<file path="config.mk">
export PLATFORM = sky130hd
export DESIGN_NAME = alu_seq_ctrl
export DESIGN_NICKNAME = d
export VERILOG_FILES = /design/src/rtl/alu_seq_ctrl.sv
export SDC_FILE = /design/constraint.sdc
export NUM_CORES = 1
export LEC_CHECK = 0
export ABC_AREA = 1
export CAP_MARGIN = 20
export CELL_PAD_IN_SITES_DETAIL_PLACEMENT = 1
export CELL_PAD_IN_SITES_GLOBAL_PLACEMENT = 1
export CORE_MARGIN = 2
export CORE_UTILIZATION = 46
export CTS_CLUSTER_DIAMETER = 30
export DETAILED_ROUTE_END_ITERATION = 6
export MAX_ROUTING_LAYER = met4
export PLACE_DENSITY = 0.95
export SLEW_MARGIN = 0
export SYNTH_ARGS = -nofsm -noshare
export SYNTH_HDL_FRONTEND = slang
export SYNTH_SLANG_ARGS = --single-unit
</file>
<file path="constraint.sdc">
create_clock -name clk -period 9.4 [get_ports clk]
set_input_delay 1.41 -clock clk [delete_from_list [all_inputs] [get_ports clk]]
set_output_delay 1.41 -clock clk [all_outputs]
set_load 0.01 [all_outputs]
</file>
<file path="src/rtl/alu_seq_ctrl.sv">
// rtl/alu_seq_ctrl.sv - sequenced command/response wrapper around a single 8-bit ALU
// Runs one-cycle logic/arith ops or an 8-step shift-add multiply through the same ALU.

module ALU_8bit (
    input  logic [7:0] a,
    input  logic [7:0] b,
    input  logic       ainvert,
    input  logic       binvert,
    input  logic [1:0] op,
    output logic [7:0] result,
    output logic       overflow
);
    logic [7:0] aa;
    logic [7:0] bb;
    logic [7:0] sum;

    always_comb begin
        aa       = ainvert ? ~a : a;
        bb       = binvert ? ~b : b;
        // binvert doubles as carry-in so SUB/SLT form a + ~b + 1
        sum      = aa + bb + {7'd0, binvert};
        overflow = (aa[7] == bb[7]) && (sum[7] != aa[7]);
        case (op)
            2'b00:   result = aa & bb;
            2'b01:   result = aa | bb;
            2'b10:   result = sum;
            default: result = {7'd0, sum[7] ^ overflow};
        endcase
    end
endmodule

module alu_seq_ctrl #(
    parameter int unsigned MUL_EN = 1
) (
    input  logic       clk,
    input  logic       rst_n,
    input  logic       cmd_valid,
    output logic       cmd_ready,
    input  logic [2:0] cmd_op,
    input  logic [7:0] cmd_a,
    input  logic [7:0] cmd_b,
    output logic       rsp_valid,
    input  logic       rsp_ready,
    output logic [7:0] rsp_result,
    output logic       rsp_zero,
    output logic       rsp_overflow,
    output logic       rsp_err
);
    localparam logic [1:0] ST_IDLE = 2'd0;
    localparam logic [1:0] ST_EXEC = 2'd1;
    localparam logic [1:0] ST_MUL  = 2'd2;
    localparam logic [1:0] ST_DONE = 2'd3;

    localparam logic [2:0] OP_AND = 3'b000;
    localparam logic [2:0] OP_OR  = 3'b001;
    localparam logic [2:0] OP_ADD = 3'b010;
    localparam logic [2:0] OP_SUB = 3'b011;
    localparam logic [2:0] OP_SLT = 3'b100;
    localparam logic [2:0] OP_NOR = 3'b101;
    localparam logic [2:0] OP_MUL = 3'b110;
    localparam logic [2:0] OP_ILL = 3'b111;

    logic [1:0] state_q, state_d;
    logic [2:0] op_q, op_d;
    logic [7:0] a_q, a_d;
    logic [7:0] b_q, b_d;
    logic [7:0] acc_q, acc_d;
    logic [7:0] mcand_q, mcand_d;
    logic [7:0] mplier_q, mplier_d;
    logic [2:0] cnt_q, cnt_d;
    logic [7:0] res_q, res_d;
    logic       zero_q, zero_d;
    logic       ovf_q, ovf_d;
    logic       err_q, err_d;

    logic [7:0] alu_a;
    logic [7:0] alu_b;
    logic       alu_ainv;
    logic       alu_binv;
    logic [1:0] alu_op;
    logic [7:0] alu_result;
    logic       alu_ovf;
    logic [7:0] acc_next;
    logic       mul_illegal;

    ALU_8bit u_alu (
        .a        (alu_a),
        .b        (alu_b),
        .ainvert  (alu_ainv),
        .binvert  (alu_binv),
        .op       (alu_op),
        .result   (alu_result),
        .overflow (alu_ovf)
    );

    assign mul_illegal = (MUL_EN == 0);

    // Operand/control mux: multiply steps reuse the adder path, otherwise decode op_q
    always_comb begin
        alu_a    = a_q;
        alu_b    = b_q;
        alu_ainv = 1'b0;
        alu_binv = 1'b0;
        alu_op   = 2'b10;
        if (state_q == ST_MUL) begin
            alu_a = acc_q;
            alu_b = mcand_q;
        end else begin
            case (op_q)
                OP_AND:  begin alu_ainv = 1'b0; alu_binv = 1'b0; alu_op = 2'b00; end
                OP_OR:   begin alu_ainv = 1'b0; alu_binv = 1'b0; alu_op = 2'b01; end
                OP_SUB:  begin alu_ainv = 1'b0; alu_binv = 1'b1; alu_op = 2'b10; end
                OP_SLT:  begin alu_ainv = 1'b0; alu_binv = 1'b1; alu_op = 2'b11; end
                OP_NOR:  begin alu_ainv = 1'b1; alu_binv = 1'b1; alu_op = 2'b00; end
                default: begin alu_ainv = 1'b0; alu_binv = 1'b0; alu_op = 2'b10; end
            endcase
        end
    end

    always_comb begin
        state_d  = state_q;
        op_d     = op_q;
        a_d      = a_q;
        b_d      = b_q;
        acc_d    = acc_q;
        mcand_d  = mcand_q;
        mplier_d = mplier_q;
        cnt_d    = cnt_q;
        res_d    = res_q;
        zero_d   = zero_q;
        ovf_d    = ovf_q;
        err_d    = err_q;
        acc_next = acc_q;
        case (state_q)
            ST_IDLE: begin
                if (cmd_valid) begin
                    op_d = cmd_op;
                    a_d  = cmd_a;
                    b_d  = cmd_b;
                    if (cmd_op == OP_ILL || (cmd_op == OP_MUL && mul_illegal)) begin
                        state_d = ST_DONE;
                        res_d   = 8'h00;
                        zero_d  = 1'b1;
                        ovf_d   = 1'b0;
                        err_d   = 1'b1;
                    end else if (cmd_op == OP_MUL) begin
                        state_d  = ST_MUL;
                        acc_d    = 8'h00;
                        mcand_d  = cmd_a;
                        mplier_d = cmd_b;
                        cnt_d    = 3'd0;
                    end else begin
                        state_d = ST_EXEC;
                    end
                end
            end
            ST_EXEC: begin
                state_d = ST_DONE;
                res_d   = alu_result;
                zero_d  = (alu_result == 8'h00);
                ovf_d   = (op_q == OP_ADD || op_q == OP_SUB) ? alu_ovf : 1'b0;
                err_d   = 1'b0;
            end
            ST_MUL: begin
                if (mplier_q[0]) begin
                    acc_next = alu_result;
                end
                acc_d    = acc_next;
                mcand_d  = mcand_q << 1;
                mplier_d = mplier_q >> 1;
                cnt_d    = cnt_q + 3'd1;
                // Eighth step: the counter wraps to zero on its own
                if (cnt_q == 3'd7) begin
                    state_d = ST_DONE;
                    res_d   = acc_next;
                    zero_d  = (acc_next == 8'h00);
                    ovf_d   = 1'b0;
                    err_d   = 1'b0;
                end
            end
            default: begin
                if (rsp_ready) begin
                    state_d = ST_IDLE;
                end
            end
        endcase
    end

    always_ff @(posedge clk or negedge rst_n) begin
        if (!rst_n) begin
            state_q  <= ST_IDLE;
            op_q     <= 3'd0;
            a_q      <= 8'h00;
            b_q      <= 8'h00;
            acc_q    <= 8'h00;
            mcand_q  <= 8'h00;
            mplier_q <= 8'h00;
            cnt_q    <= 3'd0;
            res_q    <= 8'h00;
            zero_q   <= 1'b0;
            ovf_q    <= 1'b0;
            err_q    <= 1'b0;
        end else begin
            state_q  <= state_d;
            op_q     <= op_d;
            a_q      <= a_d;
            b_q      <= b_d;
            acc_q    <= acc_d;
            mcand_q  <= mcand_d;
            mplier_q <= mplier_d;
            cnt_q    <= cnt_d;
            res_q    <= res_d;
            zero_q   <= zero_d;
            ovf_q    <= ovf_d;
            err_q    <= err_d;
        end
    end

    assign cmd_ready    = (state_q == ST_IDLE);
    assign rsp_valid    = (state_q == ST_DONE);
    assign rsp_result   = res_q;
    assign rsp_zero     = zero_q;
    assign rsp_overflow = ovf_q;
    assign rsp_err      = err_q;
endmodule

</file>
# Word level (Yosys, flattened, before mapping)
# Index checks and enable logic that the tools add are counted.
[word_totals] input_bits=23 out_inout_bits=13 word_cells=105 ff_bits=59 latchBits=0 romBits=0 mem_bits_rw=0 n_memories=0
[op_classes] magnitude_cmp=0 div_mod_pow=0 n_reduce_logical=16 eq_ne=20 addsub=3 n_bitwise=5 mul=0 shift=0 n_mux=49
[op_table] op="$mux 8" count=18
[op_table] op="$pmux 8 s2" count=3
[op_table] op="$pmux 8 s3" count=2
[op_table] op="$logic_not 8->1" count=2
[op_table] op="$not 8->8" count=2
[op_table] op="$eq 3x3->1 const B" count=5
[op_table] op="$mux 2" count=6
[op_table] op="$pmux 2 s3" count=2
[op_table] op="$mux 1" count=11
[op_table] op="$mux 3" count=3
[op_table] op="$pmux 1 s3" count=3
[op_table] op="$add 8x1->8" count=1
[op_table] op="$add 8x8->8" count=1
[op_table] op="$and 8x8->8" count=1
[op_table] op="$or 8x8->8" count=1
[op_table] op="$reduce_and 4->1" count=2
[op_table] op="$eq 2x2->1 const B" count=3
[op_table] op="$eq 3x2->1 const B" count=2
[op_table] op="$ne 2x1->1 const B" count=3
[op_table] op="$pmux 3 s2" count=1
[op_table] op="$eq 2x1->1 const B" count=2
[op_table] op="$logic_not 2->1" count=2
[op_table] op="$ne 2x2->1 const B" count=2
[op_table] op="$reduce_bool 4->1" count=1
[op_table] op="other kinds (14)" count=14

# Depth between registers and ports, before layout
# Gate-level depths: netlist of the first run.
[logic_depth] word_depth=16 depth_mapped=27 mapped_depth_nobuf=24

# By module
# Synthesis of the first run repeated with hierarchy kept, for this count alone.
[unflattened] cells_unflattened=494 area_unflattened_um2=3828.7
[modules_own_cells] module="alu_seq_ctrl" seq_area_each_um2=1476.4 cells_per_inst=356 n_inst=1 area_per_inst_um2=2949.1
[modules_own_cells] module="ALU_8bit" seq_area_each_um2=0.0 cells_per_inst=138 n_inst=1 area_per_inst_um2=879.6

# Least setup slack after synthesis of the first run
# Ideal clock, no wire load.
[synth_timing] path_kind="register to register" from="reg state_q[0]" to="reg zero_q (netlist: rsp_zero)" setup_ns=0.077 setup_slack_ns=5.499 path_stages_with_launch=28 arrival_time_ns=3.824 t_required_ns=9.323 period_less_slack_ns=3.901 n_path_buf=3 path_cell_list="dfrtp_1 -> inv_1 -> ha_1 -> buf_6 -> inv_2 -> buf_6 -> clkbuf_1 -> nand2_1 -> o21ai_0 -> xor2_1 -> inv_1 -> ha_1 -> inv_1 -> o21ai_0 -> a31oi_1 -> nand2_1 -> a21oi_1 -> o21ai_0 -> fa_1 -> nand2_1 -> nand4_1 -> nand2_1 -> nand2_1 -> nor2_1 -> nand3_1 -> nor2_1 -> nand3_1 -> a21oi_1"
[synth_between] elab_chain_cells=15 elab_cells_between_ends=35 classes_between="add/sub (2); eq/ne (9); mux (12); bitwise (5); reduce/logical (7)"
[synth_lines] element="from (decl)" line="63" rtl="logic [1:0] state_q, state_d;"
[synth_lines] element="from (signal assigned)" line="204" rtl="state_q <= state_d;"
[synth_lines] element="$eq 2x2->1" line="105, 134"
[synth_lines] element="$mux 8" line="105" rtl="if (state_q == ST_MUL) begin"
[synth_lines] element="$not 8->8, on equally long branches" line="18, 19"
[synth_lines] element="$mux 8, on equally long branches" line="18, 19"
[synth_lines] element="$add 8x8->8" line="21" rtl="sum = aa + bb + {7'd0, binvert};"
[synth_lines] element="$add 8x1->8" line="21"
[synth_lines] element="$ne 1x1->1" line="22" rtl="overflow = (aa[7] == bb[7]) && (sum[7] != aa[7]);"
[synth_lines] element="$logic_and 1x1->1" line="22"
[synth_lines] element="$xor 1x1->1" line="27" rtl="default: result = {7'd0, sum[7] ^ overflow};"
[synth_lines] element="$pmux 8 s3" line="23" rtl="case (op)"
[synth_lines] element="$mux 8" line="165" rtl="if (mplier_q[0]) begin"
[synth_lines] element="$mux 8" line="134" rtl="case (state_q)"
[synth_lines] element="$logic_not 8->1" line="176" rtl="zero_d = (acc_next == 8'h00);"
[synth_lines] element="$mux 1" line="173" rtl="if (cnt_q == 3'd7) begin"
[synth_lines] element="$pmux 1 s3" line="134"
[synth_lines] element="to (signal assigned)" line="213" rtl="zero_q <= zero_d;"
[synth_lines] element="to (decl)" line="72" rtl="logic zero_q, zero_d;"
# Several ways; a longest one is shown, not always the timed one. The select of a mux whose other input is x is not followed.
# A chain may end at the register's enable or synchronous reset.

# Final worst setup path of the first run
# Same ends and word-level chain as after synthesis.

==> results of run 1 <==
-- cells by family (layout without fill, tap and decap cells) --
logic type	Yosys count	after routing	share of synthesized area, %
AND/OR/NAND/NOR	251	251	28.7
buffers and inverters	94	128	9.76
AO/OA/AOI/OAI	84	84	12.5
flip-flops	59	59	37.6
adder cells (fa/ha/maj)	24	24	8.04
XOR/XNOR	15	15	3.35
-- per-stage QoR --
stage / area [um2] / hold slack (ps) / instances / utilization [%]
2_1_floorplan: 3920 / 443 / 527 / -
3_3_place_gp: 4310 / 460 / 650 / 52.2
3_5_place_dp: 4310 / 463 / 650 / 52.2
4_1_cts: 4540 / 490 / 666 / 55.0
5_1_grt: 4540 / 526 / 666 / 55.0
6_report: 4540 / 496 / 666 / 55.0
-- per-layer routing --
metal	GRT usage, %	vias up	routed length (um)
met5	-	-	0
met4	9.86	0	328
met3	5.25	29	497
met2	48.9	110	6150
met1	37.0	1833	5300
li1	-	1751	-
-- worst paths after layout --
check	start	depth (start not counted)	endpoint
min reg2reg	rsp_overflow$_DFFE_PN0P_	2	rsp_overflow$_DFFE_PN0P_
min	rsp_overflow$_DFFE_PN0P_	2	rsp_overflow$_DFFE_PN0P_
max reg2reg	state_q[0]$_DFFE_PN0P_	24	rsp_zero$_DFFE_PN0P_
max	state_q[0]$_DFFE_PN0P_	24	rsp_zero$_DFFE_PN0P_
min in group asynchronous	rst_n	2	cnt_q[1]$_DFFE_PN0P_
max in group asynchronous	rst_n	2	acc_q[5]$_DFFE_PN0P_
-- sequential cells by signal, indices dropped and copies added, names as in the netlist, 2 cells and up --
| signal | cells |
|---|---|
| mplier_q | 8 |
| rsp_result | 8 |
| mcand_q | 8 |
| acc_q | 8 |
| cnt_q | 3 |
| op_q | 3 |
| state_q | 2 |
| a_q | 8 |
| b_q | 8 |
-- worst max-delay path: stages (launching register included) --
cell     delay [ps]
dfrtp_1         390
inv_1           100
ha_1            200
buf_4           240
inv_2           630
o21ai_0         240
xor2_1          250
inv_1            80
ha_1            370
inv_1            70
o21ai_0         240
a31oi_1         150
nand2_1         120
a21oi_1          70
o21ai_0         220
fa_1            490
nand2_1         120
nand4_1         120
nand2_1         130
nand2_1          70
nor2_1           90
nand3_1          80
nor2_1          140
nand3_1         100
a21oi_1         150
-- area by class of cell --
class | instances | area (um2) | share of cell area, %
well taps | 105 | 131 | 2.89
repair buffers | 37 | 360 | 7.94
flip-flops and latches | 59 | 1480 | 32.5
multi-input cells | 374 | 2060 | 45.5
inverters | 75 | 282 | 6.20
clock buffers | 9 | 124 | 2.73
clock inverters | 7 | 100 | 2.21
-- synthesized netlist by cell type, drive strengths merged, types with 2 or more instances --
| library cell | n | area (um2) |
|---|---|---|
| a21boi | 3 | 22.5 |
| a21oi | 8 | 40.0 |
| a22o | 7 | 61.3 |
| a31oi | 13 | 81.3 |
| and3 | 2 | 12.5 |
| buf | 9 | 63.8 |
| clkbuf | 10 | 37.5 |
| clkinv | 3 | 11.3 |
| dfrtp | 59 | 1480 |
| fa | 2 | 40.0 |
| ha | 22 | 275 |
| inv | 72 | 270 |
| nand2 | 169 | 682 |
| nand3 | 31 | 180 |
| nand4 | 12 | 75.1 |
| nor2 | 32 | 146 |
| nor3 | 2 | 10.0 |
| o21ai | 39 | 195 |
| o22ai | 11 | 68.8 |
| xnor2 | 7 | 61.3 |
| xor2 | 8 | 70.1 |
==> flow_summary.yaml, run 1 <==
yosys:
  synthesis.nets: 574
  synth_edf_count: 0
  ys_seq_elements: 59
  yosys_warnings: 0
  synthCells: 527
  synth_seq_area_share_pct: 37.6
  ys_types: 38
  syn_area_um2: 3920
  async_flop_share_pct: 100
  avgSynthCellArea_um2: 7.45
  synthFlopType: "dfrtp_1"
detailed_routing:
  drt-total-wl_mm: 12.3
  drt-vias-per-instance: 5.59
  drcViolationCount: 0
  first_iter_violations: 199
  drtAntennaViolNets: 0
  first_pass_iters: 4
  via_count: 3723
  avgRoutedWirePerCell_um: 18.4
floorplanning:
  core-area_um2: 8260
  fp.dieW_um: 96.4
  die_h_um: 96.4
  rows: 33
  die_area_um2: 9280
  initial_utilization_pct: 47.5
  io_pins: 36
finish:
  fillers: 1056
  area_delta_synth_final_pct: 15.7
  diodes: 0
  final_common_cell: "nand2_1"
  final_cell_mix: "nand2_1, inv_1, dfrtp_1"
  drive_above_1_share_pct: 7.66
  nNetsFinal: 603
timing:
  fin_worst_skew_ps: 10.0
  drv_slew: 0
  finalWorstSetupSlack_ps: 4460
  rsz0062_at_grt: "no"
  min_period_ps: 4940
  tightestPinTransition_ps: 960
  fin_setup_tns_ps: 0
  fmax_mhz: 202
  relSlewSlack_pct: 35.6
  final.period_utilization_pct: 52.6
  finalHoldViolations: 0
  setup_viol: 0
critical_path:
  path_class: "flop to flop"
  worstSetupEndpointType: "flop"
  worstPathRequired_ps: 9690
  cp.arrival_ps: 5240
  worstSetupStartpointType: "flop"
  rrSetupSlack_ps: 4460
  crit_path_max_fanout: 48
global_route:
  track_usage_pct: 29.7
  overflow: 0
  grt_pass1_vias: 3806
  antenna_found_initial: 0
  grt_pass1_wl_mm: 19.7
  grt_max_degree: 60
clock_tree:
  tritoncts: "done"
  clk_pin_slew_ps: 80
  cts_sinks: 59
  clkLatencyLatePin_ps: 370
  cts_setup_buffers: 0
  holdBufCountCts: 0
  clock-root-buffer: "clkbuf_8"
  clock_path_buffers: 2
  cts_buffers: 9
  htree_levels: 3
  cts_resized: 0
outcome:
  status: "complete, no violations"
placement:
  gp_congestion: 0.915
  dp_hpwl_mm: 8.74
  preCtsSetupSlack_ps: 4600
  numPortBuffers: 35
hold_path:
  min-delay-path-class: "flop to flop"
job:
  cap_viol_max_count: 0
Power of run 1 is not shown: default switching activity piles up to over one toggle a cycle in this logic, so the estimate is an artifact.
==> run 2: changes to the inputs <==
--- a/config.mk
+++ b/config.mk
@@ -10,11 +10,11 @@
 export CELL_PAD_IN_SITES_DETAIL_PLACEMENT = 1
 export CELL_PAD_IN_SITES_GLOBAL_PLACEMENT = 1
 export CORE_MARGIN = 2
-export CORE_UTILIZATION = 46
+export CORE_UTILIZATION = 39
 export CTS_CLUSTER_DIAMETER = 30
 export DETAILED_ROUTE_END_ITERATION = 6
 export MAX_ROUTING_LAYER = met4
-export PLACE_DENSITY = 0.95
+export PLACE_DENSITY = 0.86
 export SLEW_MARGIN = 0
 export SYNTH_ARGS = -nofsm -noshare
 export SYNTH_HDL_FRONTEND = slang
==> constraint.sdc (replaced) <==
create_clock -name clk -period 4.2 [get_ports clk]
set_input_delay 0.63 -clock clk [delete_from_list [all_inputs] [get_ports clk]]
set_output_delay 0.63 -clock clk [all_outputs]
set_load 0.01 [all_outputs]
==> run 2 against run 1 <==
Sequential share of layout area down 2.0 points. Routed wire length down 0.97%. Count of clock-buffer cells in the layout up 3. Register-to-register slack worse by 4300 ps. Fmax up 22%. Utilization down 5.4 points. Via count up 0.21%. First-iteration DRC count up 31%. Critical endpoint unchanged. Largest cell class unchanged. Highest routed layer unchanged.
==> flow_summary.yaml, run 2 (synthesis gave the netlist of run 1 again) <==
outcome:
  status: "complete, no violations"
critical_path:
  cp.arrival_ps: 4280
  cp_slowest_cell: "fa_1"
  worstSetupStartpointType: "flop"
  path_class: "flop to flop"
  worstPathRequired_ps: 4440
  regToRegEndpoint: "rsp_zero$_DFFE_PN0P_"
  crit_buf_inv: 3
  crit_chain: "ha_4 -> buf_12 -> nor2_8 -> nand2_4 -> xor2_2 -> inv_1 -> ha_4 -> inv_1 -> o21ai_0 -> a31oi_2 -> nand2_1 -> a21oi_1 -> o21ai_1 -> fa_1 -> nand2_1 -> and3_1 -> and2_1 -> nand4_1 -> nor2_1 -> a21oi_1 -> a21oi_1"
  r2r_cells: 21
  r2r_start: "state_q[1]$_DFFE_PN0P_"
  crit_path_max_fanout: 15
  cp_top_family: "adder cells"
  rrSetupSlack_ps: 160
  crit_path_max_incr_delay_ps: 550
  worstSetupEndpointType: "flop"
  path_common_cell: "a21oi_1"
detailed_routing:
  via_count: 3731
  first_pass_iters: 4
  drtAntennaViolNets: 0
  first_iter_violations: 260
  drt-total-wl_mm: 12.2
  drt-vias-per-instance: 5.23
  avgRoutedWirePerCell_um: 17.0
  drcViolationCount: 0
floorplanning:
  core-area_um2: 9770
  rows: 36
  die_h_um: 104
  io_pins: 36
  die_area_um2: 10900
  fp.dieW_um: 104
  initial_utilization_pct: 40.1
placement:
  dp.cells: 687
  dp_hpwl_mm: 9.02
  numPortBuffers: 35
  gp_congestion: 0.880
  preCtsSetupSlack_ps: -32.6
timing:
  tightestPinTransition_ps: 748
  final.period_utilization_pct: 96.2
  fin_setup_tns_ps: 0
  relSlewSlack_pct: 50.0
  fin_worst_skew_ps: 9.33
  finalHoldViolations: 0
  finalWorstSetupSlack_ps: 160
  drv_slew: 0
  fmax_mhz: 248
  setup_viol: 0
  min_period_ps: 4040
  whs_ps: 305
global_route:
  grt_max_degree: 34
  antenna_found_initial: 0
  grtUsageMet1_pct: 29.0
  grt_pass1_wl_mm: 19.4
  grt_pass1_vias: 3765
  gr-usage-met2_pct: 37.5
  grt-busiest-layer: "met2"
  track_usage_pct: 23.4
  overflow: 0
  grt_use_met3_pct: 3.45
clock_tree:
  tritoncts: "done"
  cts_sinks: 59
  holdBufCountCts: 0
  clock_path_buffers: 2
  clkLatencyLatePin_ps: 360
  clock-root-buffer: "clkbuf_8"
  clk_pin_slew_ps: 70
  htree_levels: 3
  cts_buffers: 9
finish:
  diodes: 0
  nNetsFinal: 622
  final-instance-count-excl-fill: 713
  area_delta_synth_final_pct: 23.4
  final_common_cell: "nand2_1"
  final_cell_mix: "nand2_1, inv_1, dfrtp_1"
  drive_above_1_share_pct: 13.4
  fillers: 1239
hold_path:
  min-delay-path-class: "input pin to async pin"
job:
  cap_viol_max_count: 0
run 2: cell count changes in the layout (fill, tap and decap cells not counted), sizes merged:
cell      change
buf          +19
clkbuf        +3
bufinv        -2
clkinv        +1
clkinvlp      -1
inv           -1
run 2: worst max path at each step:
stage	startpoint	to	slack, ps	depth (start not counted)
6_report	state_q[1]$_DFFE_PN0P_	rsp_zero$_DFFE_PN0P_	160	21
5_1_grt	state_q[1]$_DFFE_PN0P_	rsp_zero$_DFFE_PN0P_	-100	23
4_1_cts	state_q[0]$_DFFE_PN0P_	rsp_zero$_DFFE_PN0P_	40	25
3_5_place_dp	state_q[0]$_DFFE_PN0P_	rsp_zero$_DFFE_PN0P_	-30	24
3_3_place_gp	state_q[0]$_DFFE_PN0P_	rsp_zero$_DFFE_PN0P_	130	25
2_1_floorplan	state_q[0]$_DFFE_PN0P_	rsp_zero$_DFFE_PN0P_	300	27
run 2: layer usage:
layer	share of wire, %	wire [um]
met2	49	5910
met4	3.1	378
met3	3.6	437
met1	45	5430
met5	0	0
run 2: stage by stage:
step,util [%],cell area (um2)
4_1_cts,47.5,4640
6_report,49.5,4840
5_1_grt,49.5,4840
3_3_place_gp,45.4,4440
3_5_place_dp,45.4,4440
2_1_floorplan,-,3920
run 2: timing repair:
action	CTS	global route
gates resized for setup	3	23
pin swaps	1	5
setup buffers	2	8
endpoints found under the setup margin	1	2
run 2: layout make-up:
type / instances / area, um2 / area share, %
Multi-Input combinational cell: 374 / 2210 / 45.6
Clock buffer: 12 / 155 / 3.20
Clock inverter: 4 / 25.0 / 0.517
Inverter: 75 / 284 / 5.87
Sequential cell: 59 / 1480 / 30.5
Timing Repair Buffer: 56 / 528 / 10.9
Tap cell: 133 / 166 / 3.44
run 2: worst reg2reg max path, delay by kind of cell (launching register included):
kind / cells / cell delay, ps
adder cells (fa/ha/maj): 3 / 1010
AND/OR/NAND/NOR: 8 / 990
AO/OA/AOI/OAI: 6 / 890
flip-flops: 1 / 430
buffers and inverters: 3 / 360
XOR/XNOR: 1 / 250
Power of run 2 is left out for the same reason.
==> run 3: changes to the inputs <==
--- a/config.mk
+++ b/config.mk
@@ -10,9 +10,10 @@
 export CELL_PAD_IN_SITES_DETAIL_PLACEMENT = 1
 export CELL_PAD_IN_SITES_GLOBAL_PLACEMENT = 1
 export CORE_MARGIN = 2
-export CORE_UTILIZATION = 39
+export CORE_UTILIZATION = 43
 export CTS_CLUSTER_DIAMETER = 30
 export DETAILED_ROUTE_END_ITERATION = 6
+export DONT_BUFFER_PORTS = 1
 export MAX_ROUTING_LAYER = met4
 export PLACE_DENSITY = 0.86
 export SLEW_MARGIN = 0
==> run 3 against run 2 <==
Setup slack better by 6.1 ps. Count of clock-buffer cells in the layout is 1 lower. First-iteration DRC count is 38% lower. Sequential cell count stayed put. Critical endpoint unchanged.
==> flow_summary.yaml, run 3 (synthesis gave the netlist of run 1 again) <==
clock_tree:
  htree_levels: 3
  tritoncts: "done"
  cts_sinks: 59
  clkLatencyLatePin_ps: 350
  clk_pin_slew_ps: 70
  cts_buffers: 9
  clock-root-buffer: "clkbuf_8"
  clock_path_buffers: 2
global_route:
  grt-busiest-layer: "met2"
  grt_use_met3_pct: 4.43
  antenna_found_initial: 0
  gr-usage-met2_pct: 45.6
  grt_max_degree: 60
  overflow: 0
  grtUsageMet1_pct: 31.5
  grt_pass1_wl_mm: 19.8
  grt_pass1_vias: 3904
  track_usage_pct: 26.7
finish:
  fillers: 1102
  final_common_cell: "nand2_1"
  final_util_pct: 50.8
  area_delta_synth_final_pct: 14.0
  nNetsFinal: 587
  diodes: 0
  drive_above_1_share_pct: 13.1
  multi_input_area_um2: 2150
  regArea_um2: 1480
  final_cell_mix: "nand2_1, inv_1, dfrtp_1"
timing:
  finalHoldViolations: 0
  fmax_mhz: 248
  finalWorstSetupSlack_ps: 166
  setup_viol: 0
  drv_slew: 0
  min_period_ps: 4030
  final.period_utilization_pct: 96.0
  relSlewSlack_pct: 49.2
  fin_worst_skew_ps: 9.38
  tightestPinTransition_ps: 760
detailed_routing:
  drtAntennaViolNets: 0
  avgRoutedWirePerCell_um: 19.3
  drcViolationCount: 0
  first_iter_violations: 161
  first_pass_iters: 4
  via_count: 3668
  drt-vias-per-instance: 5.63
  drt-total-wl_mm: 12.6
floorplanning:
  die_area_um2: 9910
  rows: 34
  io_pins: 36
  core-area_um2: 8810
  initial_utilization_pct: 44.6
  fp.dieW_um: 99.5
  die_h_um: 99.5
placement:
  gp_congestion: 0.969
  numPortBuffers: 0
  preCtsSetupSlack_ps: -114
  dp_hpwl_mm: 8.93
critical_path:
  worstPathRequired_ps: 4470
  rrSetupSlack_ps: 170
  cp.arrival_ps: 4300
  worstSetupStartpointType: "flop"
  crit_path_max_fanout: 10
  path_class: "flop to flop"
  worstSetupEndpointType: "flop"
outcome:
  status: "complete, no violations"
job:
  cap_viol_max_count: 0
hold_path:
  min-delay-path-class: "input pin to async pin"
==> run 3: cell count changes in the layout (fill, tap and decap cells not counted), moves of 2 or more <==
cell             change
xor2_2               -2
o21ai_0              -2
o21ai_1              +2
buf_4                -2
xor2_1               +2
ha_4                 -3
ha_1                 +3
clkdlybuf4s50_1     -34
==> run 3: per-stage QoR <==
step                std cells  instance area, um2  hold WS, ps  TNS, ps
floorplan                 527                3920          334        0
global placement          628                4070          336        0
detailed placement        628                4070          335     -114
CTS                       644                4320          155        0
global route              652                4470          163    -41.6
finish                    652                4470          149        0
==> run 3: repair_timing <==
item	in CTS	in global routing
hold endpoints to repair	59	0
hold buffers	1	0
buffers inserted	0	7
gates cloned	0	1
pin swaps	1	2
gates resized for setup	7	15
endpoints found under the setup margin	1	2
==> run 3: metal layers <==
metal | part of all wire (%) | vias to the layer above | wire, um
li1 | - | 1725 | -
met1 | 42 | 1838 | 5210
met2 | 52 | 84 | 6480
met3 | 4.7 | 21 | 584
met4 | 2.2 | 0 | 274
met5 | 0 | - | 0
==> run 3: cell type report <==
cell class | instances | area share (%)
flip-flops and latches | 59 | 33.0
clock buffers | 11 | 3.39
clock inverters | 4 | 1.12
repair buffers | 21 | 4.92
well taps | 108 | 3.02
inverters | 75 | 6.35
multi-input cells | 374 | 48.2
==> run 3: worst paths after layout <==
path	to	cells after the start	startpoint
hold / removal	cnt_q[2]$_DFFE_PN0P_	1	rst_n
max in group asynchronous	a_q[6]$_DFFE_PN0P_	1	rst_n
setup / recovery	rsp_zero$_DFFE_PN0P_	24	state_q[0]$_DFFE_PN0P_
hold reg to reg	b_q[0]$_DFFE_PN0P_	2	b_q[0]$_DFFE_PN0P_
min in group clk	b_q[2]$_DFFE_PN0P_	2	cmd_b[2]
setup reg to reg	rsp_zero$_DFFE_PN0P_	24	state_q[0]$_DFFE_PN0P_
==> run 3: worst max-delay path, stage by stage, from the launching register on <==
cell and delay (ps):
dfrtp_1 400, inv_2 100, ha_4 200, inv_4 80
buf_4 160, o21ai_0 250, xor2_1 280, inv_1 80
ha_1 270, nand2_1 70, nor3_2 130, nand3_2 90
nand2_1 90, a21oi_1 70, o21ai_1 190, fa_1 480
nand2_1 100, nand4_1 120, nand2_1 150, nand2_1 70
nor2_1 90, nand3_1 90, nor2_1 120, nand3_1 90
a21oi_1 180
Power of run 3 is left out for the same reason.
